[config.mk]
export PLATFORM = sky130hd
export DESIGN_NAME = frame_scan_ctrl
export DESIGN_NICKNAME = d
export VERILOG_FILES = /design/src/rtl/sgm_frame_pkg.sv /design/src/rtl/frame_xy_counter.sv /design/src/rtl/frame_scan_ctrl.sv
export SDC_FILE = /design/constraint.sdc
export NUM_CORES = 1
export LEC_CHECK = 0
export CAP_MARGIN = 20
export CORE_ASPECT_RATIO = 1.25
export CORE_MARGIN = 5
export CORE_UTILIZATION = 58
export CTS_CLUSTER_DIAMETER = 50
export DETAILED_ROUTE_END_ITERATION = 12
export GPL_TIMING_DRIVEN = 1
export HOLD_SLACK_MARGIN = 0.12
export PLACE_DENSITY = 0.86
export SYNTH_ARGS = -nofsm -noshare
export SYNTH_HDL_FRONTEND = slang
export SYNTH_SLANG_ARGS = --single-unit
[constraint.sdc]
create_clock -name clk -period 4.1 [get_ports clk]
set_input_delay 0.82 -clock clk [delete_from_list [all_inputs] [get_ports clk]]
set_output_delay 0.82 -clock clk [all_outputs]
set_load 0.01 [all_outputs]
[src/rtl/sgm_frame_pkg.sv]
// Shared constants and state encoding for the SGM frame scan controller.
package sgm_frame_pkg;

  localparam int COORD_W    = 11;
  localparam int HIT_W      = 21;
  localparam int DISP_W     = 7;
  localparam int DEF_WIDTH  = 1280;
  localparam int DEF_HEIGHT = 1080;

  typedef enum logic [2:0] {
    ST_IDLE,
    ST_WARMUP,
    ST_SCAN,
    ST_DRAIN,
    ST_DONE
  } scan_state_e;

endpackage

[src/rtl/frame_xy_counter.sv]
// Raster column/row counter: column wraps at WIDTH-1 and carries into the row.
module frame_xy_counter
  import sgm_frame_pkg::*;
#(
  parameter int WIDTH  = DEF_WIDTH,
  parameter int HEIGHT = DEF_HEIGHT
) (
  input  logic               clk,
  input  logic               reset,
  input  logic               inc,
  input  logic               clear,
  output logic [COORD_W-1:0] col,
  output logic [COORD_W-1:0] row,
  output logic               last_col,
  output logic               last_row
);

  assign last_col = (col == COORD_W'(WIDTH - 1));
  assign last_row = (row == COORD_W'(HEIGHT - 1));

  // NOTE: sequential state uses non-blocking assignments so every register
  // samples the pre-edge values of its peers, independent of statement order.
  always_ff @(posedge clk) begin
    if (reset || clear) begin
      col <= '0;
      row <= '0;
    end else if (inc) begin
      if (last_col) begin
        col <= '0;
        row <= last_row ? '0 : row + 1'b1;
      end else begin
        col <= col + 1'b1;
      end
    end
  end

endmodule

[src/rtl/frame_scan_ctrl.sv]
// Frame scan controller: warm-up, raster pixel offer with backpressure, pipeline
// drain, and counting of filtered disparities that fall inside a window.
module frame_scan_ctrl
  import sgm_frame_pkg::*;
#(
  parameter int WIDTH    = DEF_WIDTH,
  parameter int HEIGHT   = DEF_HEIGHT,
  parameter int WARMUP   = 50000,
  parameter int PIPE_LAT = 16,
  parameter int DISP_LO  = 16,
  parameter int DISP_HI  = 35
) (
  input  logic               clk,
  input  logic               reset,
  input  logic               start,
  input  logic               abort,
  input  logic               pix_ready,
  output logic               pix_valid,
  output logic [COORD_W-1:0] col,
  output logic [COORD_W-1:0] row,
  output logic               sof,
  output logic               eol,
  output logic               eof,
  input  logic               result_valid,
  input  logic [DISP_W-1:0]  result,
  output logic [HIT_W-1:0]   hit_cnt,
  output logic               busy,
  output logic               done
);

  localparam int WU_W = (WARMUP > 1) ? $clog2(WARMUP) : 1;
  localparam int DR_W = (PIPE_LAT > 1) ? $clog2(PIPE_LAT) : 1;

  scan_state_e     state;
  logic [WU_W-1:0] wu_cnt;
  logic [DR_W-1:0] dr_cnt;

  logic launch, active, xfer, in_window;
  logic last_col, last_row;
  logic eol_nxt, row_last_nxt;

  assign active    = (state == ST_WARMUP) || (state == ST_SCAN) || (state == ST_DRAIN);
  assign launch    = ((state == ST_IDLE) || (state == ST_DONE)) && start && !abort;
  assign xfer      = (state == ST_SCAN) && pix_valid && pix_ready && !abort;
  assign in_window = result_valid && (result >= DISP_W'(DISP_LO)) && (result <= DISP_W'(DISP_HI));

  frame_xy_counter #(
    .WIDTH  (WIDTH),
    .HEIGHT (HEIGHT)
  ) u_xy (
    .clk      (clk),
    .reset    (reset),
    .inc      (xfer),
    .clear    (launch),
    .col      (col),
    .row      (row),
    .last_col (last_col),
    .last_row (last_row)
  );

  // Qualifiers of the pixel that follows the current one, so they can be registered.
  // NOTE: every always_comb output gets a default first so no latch is inferred.
  always_comb begin
    eol_nxt      = 1'b0;
    row_last_nxt = 1'b0;
    if (last_col) begin
      eol_nxt      = (WIDTH == 1);
      row_last_nxt = (row == COORD_W'(HEIGHT - 2));
    end else begin
      eol_nxt      = (col == COORD_W'(WIDTH - 2));
      row_last_nxt = last_row;
    end
  end

  always_ff @(posedge clk) begin
    if (reset) begin
      state     <= ST_IDLE;
      wu_cnt    <= '0;
      dr_cnt    <= '0;
      pix_valid <= 1'b0;
      sof       <= 1'b0;
      eol       <= 1'b0;
      eof       <= 1'b0;
      hit_cnt   <= '0;
      busy      <= 1'b0;
      done      <= 1'b0;
    end else begin
      if (((state == ST_SCAN) || (state == ST_DRAIN)) && in_window && (hit_cnt != '1))
        hit_cnt <= hit_cnt + 1'b1;

      if (abort && active) begin
        state     <= ST_IDLE;
        pix_valid <= 1'b0;
        sof       <= 1'b0;
        eol       <= 1'b0;
        eof       <= 1'b0;
        busy      <= 1'b0;
        done      <= 1'b0;
      end else begin
        case (state)
          ST_IDLE, ST_DONE: begin
            if (launch) begin
              state   <= ST_WARMUP;
              wu_cnt  <= '0;
              hit_cnt <= '0;
              busy    <= 1'b1;
              done    <= 1'b0;
            end
          end
          ST_WARMUP: begin
            if (wu_cnt == WU_W'(WARMUP - 1)) begin
              state     <= ST_SCAN;
              pix_valid <= 1'b1;
              sof       <= 1'b1;
              eol       <= (WIDTH == 1);
              eof       <= (WIDTH == 1) && (HEIGHT == 1);
            end else begin
              wu_cnt <= wu_cnt + 1'b1;
            end
          end
          ST_SCAN: begin
            if (xfer) begin
              if (eof) begin
                state     <= ST_DRAIN;
                pix_valid <= 1'b0;
                sof       <= 1'b0;
                eol       <= 1'b0;
                eof       <= 1'b0;
                dr_cnt    <= '0;
              end else begin
                sof <= 1'b0;
                eol <= eol_nxt;
                eof <= eol_nxt && row_last_nxt;
              end
            end
          end
          ST_DRAIN: begin
            if (dr_cnt == DR_W'(PIPE_LAT - 1)) begin
              state <= ST_DONE;
              busy  <= 1'b0;
              done  <= 1'b1;
            end else begin
              dr_cnt <= dr_cnt + 1'b1;
            end
          end
          default: begin
            state <= ST_IDLE;
            busy  <= 1'b0;
            done  <= 1'b0;
          end
        endcase
      end
    end
  end

endmodule
==> flow_summary.toml, run 1 <==
[logic_synthesis]
synth_edf_count = 0
netlist_area_um2 = 3820
avgSynthCellArea_um2 = 8.47
syn-instance-count = 451
synth.net_count = 471
synthFlopType = "dfxtp_1"
ys_seq_elements = 72
ys_seq_area_frac = 0.377
ys_async_sr_fraction = 0
yosys_warnings = 0
ys_types = 56

[critical_path]
crit_arrival_ps = 3220
reg2reg_depth = 5
crit_path_max_incr_delay_ps = 630
rr_endpoint = "u_xy.row[7]"
crit_type = "in2reg"
critPathCaptureType = "register"
start_kind = "primary input"
slowest_stage = "clkdlybuf4s50_1"
crit_required_ps = 4370
path_max_fanout = 17
rrSetupSlack_ps = 1740
crit_chain = "clkdlybuf4s50_1, and3b_1, and3_1, nand2_2, or4_1, a21oi_1"
timing.rr.start = "state[1]"

[floorplanning]
rows = 33
ioPinCount = 62
coreArea_um2 = 6480
initial_core_util = 0.589
die-area_um2 = 8320
die_h_um = 101
die_x_um = 82.6

[finish]
final_nets = 526
design_area_um2 = 4630
area_growth_syn_to_layout_pct = 21.1
final_common_cell = "dfxtp_1"
most-common-layout-cells = "72 x dfxtp_1, 59 x clkdlybuf4s50_1, 44 x nor2_1, 42 x a21oi_1, 36 x nand2_1"
drive_gt1_frac = 0.0763
num_antenna_cells = 0

[global_route]
grt_first_pass_wirelength_um = 14900
grt_overflow = 0
antenna_found_initial = 0
grt_max_degree = 23
grt_pass1_vias = 3402
grt_usage = 0.225

[place]
place_area_um2 = 4450
dp_hpwl_um = 6450
port_buffers = 59
gp_congestion = 0.910

[clock_network]
cts_resized = 0
cts_tree = "yes"
cts_post_setup_buffers_inserted = 0
root_buffer = "clkbuf_8"
ctsLongestPathBuffers = 2
path_clk_slew_ps = 80
clk-insertion-delay-late_ps = 350
numCtsBuffers = 9
hold_buffers = 0
htree_levels = 3
cts_sinks = 72

[timing]
final_hold_viol_count = 0
fin_skew_ps = 15.4
drv_slew = 0
finalSetupViolCount = 0
fmax_ghz = 0.339
timing.setup.tns_ps = 0
slew-limit-headroom = 0.460
fin_crit_ps = 2950
tightest_slew_ps = 809
rsz0062_at_grt = "no"
period_share = 0.719

[min_path]
min_path_type = "reg2reg"
hold-path-endpoint = "sof"
hp-start = "sof"
min_path_cells = 2

[routing]
route.detailed.drc = 0
ant_nets = 0
dr.pass1.iters = 5
wl_um = 8830
via_per_inst = 6.02
wl_per_cell_um = 14.8
drtIter0Drc = 215
vias = 3597

[power_and_ir_drop]
leakage_nw = 1.46
ir_worst_vdd_v = 0.000216
power.density_nw_per_um2 = 321

[outcome]
status = "completed"

[run]
maxCapViolCount = 0
metrics by stage:
stage | utilization | cells | total power [mW] | setup WS (ps) | hold WS [ps]
finish | 0.714 | 598 | 1.48 | 1150 | 467
detailed placement | 0.686 | 582 | 0.988 | 838 | 460
global route | 0.714 | 598 | 1.56 | 1020 | 506
floorplan | - | 451 | 0.933 | 1790 | 447
CTS | 0.714 | 598 | 1.50 | 1190 | 475
global placement | 0.686 | 582 | 0.983 | 884 | 454
how the worst max path moves through the flow:
stage	endpoint	cells past startpoint	from	slack [ps]
final	u_xy.row[7]	6	abort	1150
after global routing	u_xy.row[7]	6	abort	1020
after CTS	u_xy.row[7]	6	abort	1190
after detailed placement	u_xy.row[7]	6	abort	840
after global placement	u_xy.row[10]	6	abort	880
after floorplan	hit_cnt[13]	6	result[2]	1790
worst max-delay path, delay by kind of cell:
| kind | cells | cell delay, ps |
|---|---|---|
| compound gates | 1 | 150 |
| buf+inv | 1 | 630 |
| simple gates | 4 | 1630 |
cells in the mapped netlist (4+ instances only):
cell type	n	area, um^2
or2_2	4	25.0
a2111oi_4	4	110
and3_1	13	81.3
a211oi_1	7	52.6
nor2_1	44	165
nand4_1	15	93.8
xor2_1	13	114
buf_2	10	50.1
nand3_1	25	125
nand2_1	36	135
mux2i_1	4	40.0
nor3_1	6	30.0
and4_1	10	87.6
inv_1	10	37.5
nor2b_1	5	31.3
clkbuf_1	4	15.0
o31ai_1	10	75.1
dfxtp_1	72	1440
or3_1	7	43.8
a21oi_1	42	210
a31oi_1	7	43.8
and2_1	4	25.0
ha_1	7	87.6
nand2b_1	4	25.0
or4_1	15	113
xnor2_1	14	123
o21ai_0	23	115
kinds of logic after synthesis:
logic type               synth area share
multiplexers                       0.0105
flip-flops                          0.377
XOR/XNOR                           0.0619
buffers and inverters              0.0377
AND/OR/NAND/NOR                     0.306
AO/OA/AOI/OAI                       0.184
adder cells (fa/ha/maj)            0.0229
metal layers:
| layer | up-vias | GRT usage | share of wire | wire length (um) |
|---|---|---|---|---|
| met2 | 104 | 0.403 | 0.52 | 4560 |
| met5 | - | 0 | 0 | 0 |
| met4 | 0 | 0.0792 | 0.018 | 157 |
| met3 | 14 | 0.0555 | 0.053 | 468 |
| met1 | 1700 | 0.253 | 0.41 | 3640 |
| li1 | 1779 | - | - | - |
registers in the layout (all words and copies together) (netlist names):
name and flops:
busy 1, done 1, state 3, sof 1
eof 1, pix_valid 1, eol 1, u_xy.row 11
dr_cnt 4, u_xy.col 11, wu_cnt 16, hit_cnt 21
power by group:
| group | internal (mW) | total, mW | switching, mW |
|---|---|---|---|
| logic | 0.0815 | 0.239 | 0.157 |
| clock network | 0.237 | 0.509 | 0.272 |
| registers | 0.709 | 0.736 | 0.0266 |
cell type report:
type / instances / area (um^2)
multi-input combinational: 350 / 2240
fill: 534 / 1860
sequential: 72 / 1440
timing repair buffer: 63 / 621
clock buffer: 10 / 138
tap: 87 / 109
clock inverter: 6 / 42.5
inverter: 10 / 37.5
Note: power is estimated with default switching activity, not from simulation.
==> inputs of run 2 (changes only) <==
--- a/config.mk
+++ b/config.mk
@@ -8,12 +8,12 @@
 export CAP_MARGIN = 20
 export CORE_ASPECT_RATIO = 1.25
 export CORE_MARGIN = 5
-export CORE_UTILIZATION = 58
+export CORE_UTILIZATION = 54
 export CTS_CLUSTER_DIAMETER = 50
 export DETAILED_ROUTE_END_ITERATION = 12
 export GPL_TIMING_DRIVEN = 1
 export HOLD_SLACK_MARGIN = 0.12
-export PLACE_DENSITY = 0.86
+export PLACE_DENSITY = 0.81
 export SYNTH_ARGS = -nofsm -noshare
 export SYNTH_HDL_FRONTEND = slang
 export SYNTH_SLANG_ARGS = --single-unit
==> constraint.sdc (replaced) <==
create_clock -name clk -period 2.8 [get_ports clk]
set_input_delay 0.56 -clock clk [delete_from_list [all_inputs] [get_ports clk]]
set_output_delay 0.56 -clock clk [all_outputs]
set_load 0.01 [all_outputs]
==> run 2 against run 1 <==
Net effect:
- highest routed layer unchanged
- first-iteration DRC count fell by 7.0%
- wire length rose by 2.2%
- power rose by 59%
==> flow_summary.toml, run 2 (synthesis gave the netlist of run 1 again) <==
[power_and_ir_drop]
power.density_nw_per_um2 = 500
leakage_nw = 1.50
p_total_mw = 2.35
ir_worst_vdd_v = 0.000379

[timing]
timing.setup.tns_ps = 0
rsz0062_at_grt = "no"
period_share = 0.885
fin_skew_ps = 11.8
drv_slew = 0
slew-limit-headroom = 0.313
fin_hold_ws_ps = 466
fin_crit_ps = 2480
fmax_ghz = 0.404
tightest_slew_ps = 1030
finalSetupViolCount = 0
final_hold_viol_count = 0

[floorplanning]
ioPinCount = 62
coreArea_um2 = 6930
initial_core_util = 0.551
rows = 34
die_h_um = 104
die_x_um = 85.2
die-area_um2 = 8860

[global_route]
grt_usage = 0.204
grt_first_pass_wirelength_um = 15400
grt_pass1_vias = 3348
grt_max_degree = 48
grt_overflow = 0
antenna_found_initial = 0

[place]
dp_hpwl_um = 6310
port_buffers = 59
dp_cells = 589
place_area_um2 = 4490
gp_congestion = 0.901

[finish]
reg.largest.list = "hit_cnt x21, wu_cnt x16"
design_area_um2 = 4710
fin_cells = 605
largest_register_ffs = 21
area_growth_syn_to_layout_pct = 23.2
drive_gt1_frac = 0.0777
final_nets = 530
final_common_cell = "dfxtp_1"
num_antenna_cells = 0
most-common-layout-cells = "72 x dfxtp_1, 59 x clkdlybuf4s50_1, 44 x nor2_1, 42 x a21oi_1, 36 x nand2_1"
top_register = "hit_cnt"

[critical_path]
crit_type = "reg2reg"
crit_arrival_ps = 2740
critPathCaptureType = "register"
path_max_fanout = 15
slowest_stage = "a21oi_1"
crit_path_max_incr_delay_ps = 850
start_kind = "register"
path_common_cell = "a21oi_1"
crit_chain = "nor4b_1, nand4_1, a21oi_1, buf_4, o21ai_0, a21oi_1"
crit_required_ps = 3060

[clock_network]
ctsLongestPathBuffers = 2
numCtsBuffers = 9
htree_levels = 3
hold_buffers = 0
root_buffer = "clkbuf_8"
cts_tree = "yes"
clk-insertion-delay-late_ps = 340
path_clk_slew_ps = 80
cts_sinks = 72
cts_resized = 0
cts_post_setup_buffers_inserted = 0

[run]
maxCapViolCount = 0

[routing]
route.detailed.drc = 0
drtIter0Drc = 200
wl_per_cell_um = 14.9
wl_um = 9020
via_per_inst = 5.92
dr.pass1.iters = 5
vias = 3579
ant_nets = 0

[min_path]
min_path_type = "reg2reg"

[outcome]
status = "completed"
==> run 2: cell types whose count changed in the layout (fill, tap and decap cells not counted) <==
cell        before  now
buf_4            4    7
clkbuf_1         0    3
bufinv_16        0    2
clkinvlp_4       2    0
buf_12           0    1
clkinv_2         2    1
clkinv_4         1    0
inv_6            1    0
==> run 2: path summary, 6_finish.rpt <==
| path | from | endpoint | slack (ps) | depth (start not counted) |
|---|---|---|---|---|
| min reg2reg | sof | sof | 470 | 2 |
| min | sof | sof | 470 | 2 |
| max reg2reg | wu_cnt[11] | wu_cnt[1] | 320 | 6 |
| max | wu_cnt[11] | wu_cnt[1] | 320 | 6 |
==> run 2: per-stage QoR <==
step / worst slack [ps] / utilization
2_1_floorplan: 755 / -
3_3_place_gp: 238 / 0.648
3_5_place_dp: 202 / 0.648
4_1_cts: 352 / 0.679
5_1_grt: 167 / 0.679
6_report: 322 / 0.679
==> run 2: cell type report <==
| cell class | count | area (um^2) |
|---|---|---|
| clock buffers | 13 | 149 |
| clock inverters | 3 | 65.1 |
| fillers | 590 | 2230 |
| inverters | 10 | 37.5 |
| multi-input cells | 350 | 2240 |
| flip-flops and latches | 72 | 1440 |
| well taps | 90 | 113 |
| repair buffers | 67 | 663 |
==> run 2: power breakdown <==
group,internal (mW),leakage [nW],switching (mW),total (mW)
combinational,0.133,0.816,0.259,0.392
sequential,1.04,0.580,0.0278,1.07
clock,0.526,0.108,0.368,0.895
total,1.70,1.50,0.655,2.35
==> run 2: critical path: cells and delay by family (launching register included) <==
kind            cells  cell delay [ps]
compound gates      3             1090
buf+inv             1              290
flops               1              370
simple gates        2              660
==> run 2: routing by layer <==
metal,up-vias,track usage,routed length (um)
li1,1786,-,-
met1,1688,0.246,3840
met2,96,0.357,4600
met3,9,0.0460,505
met4,0,0.0588,81
met5,-,0,0
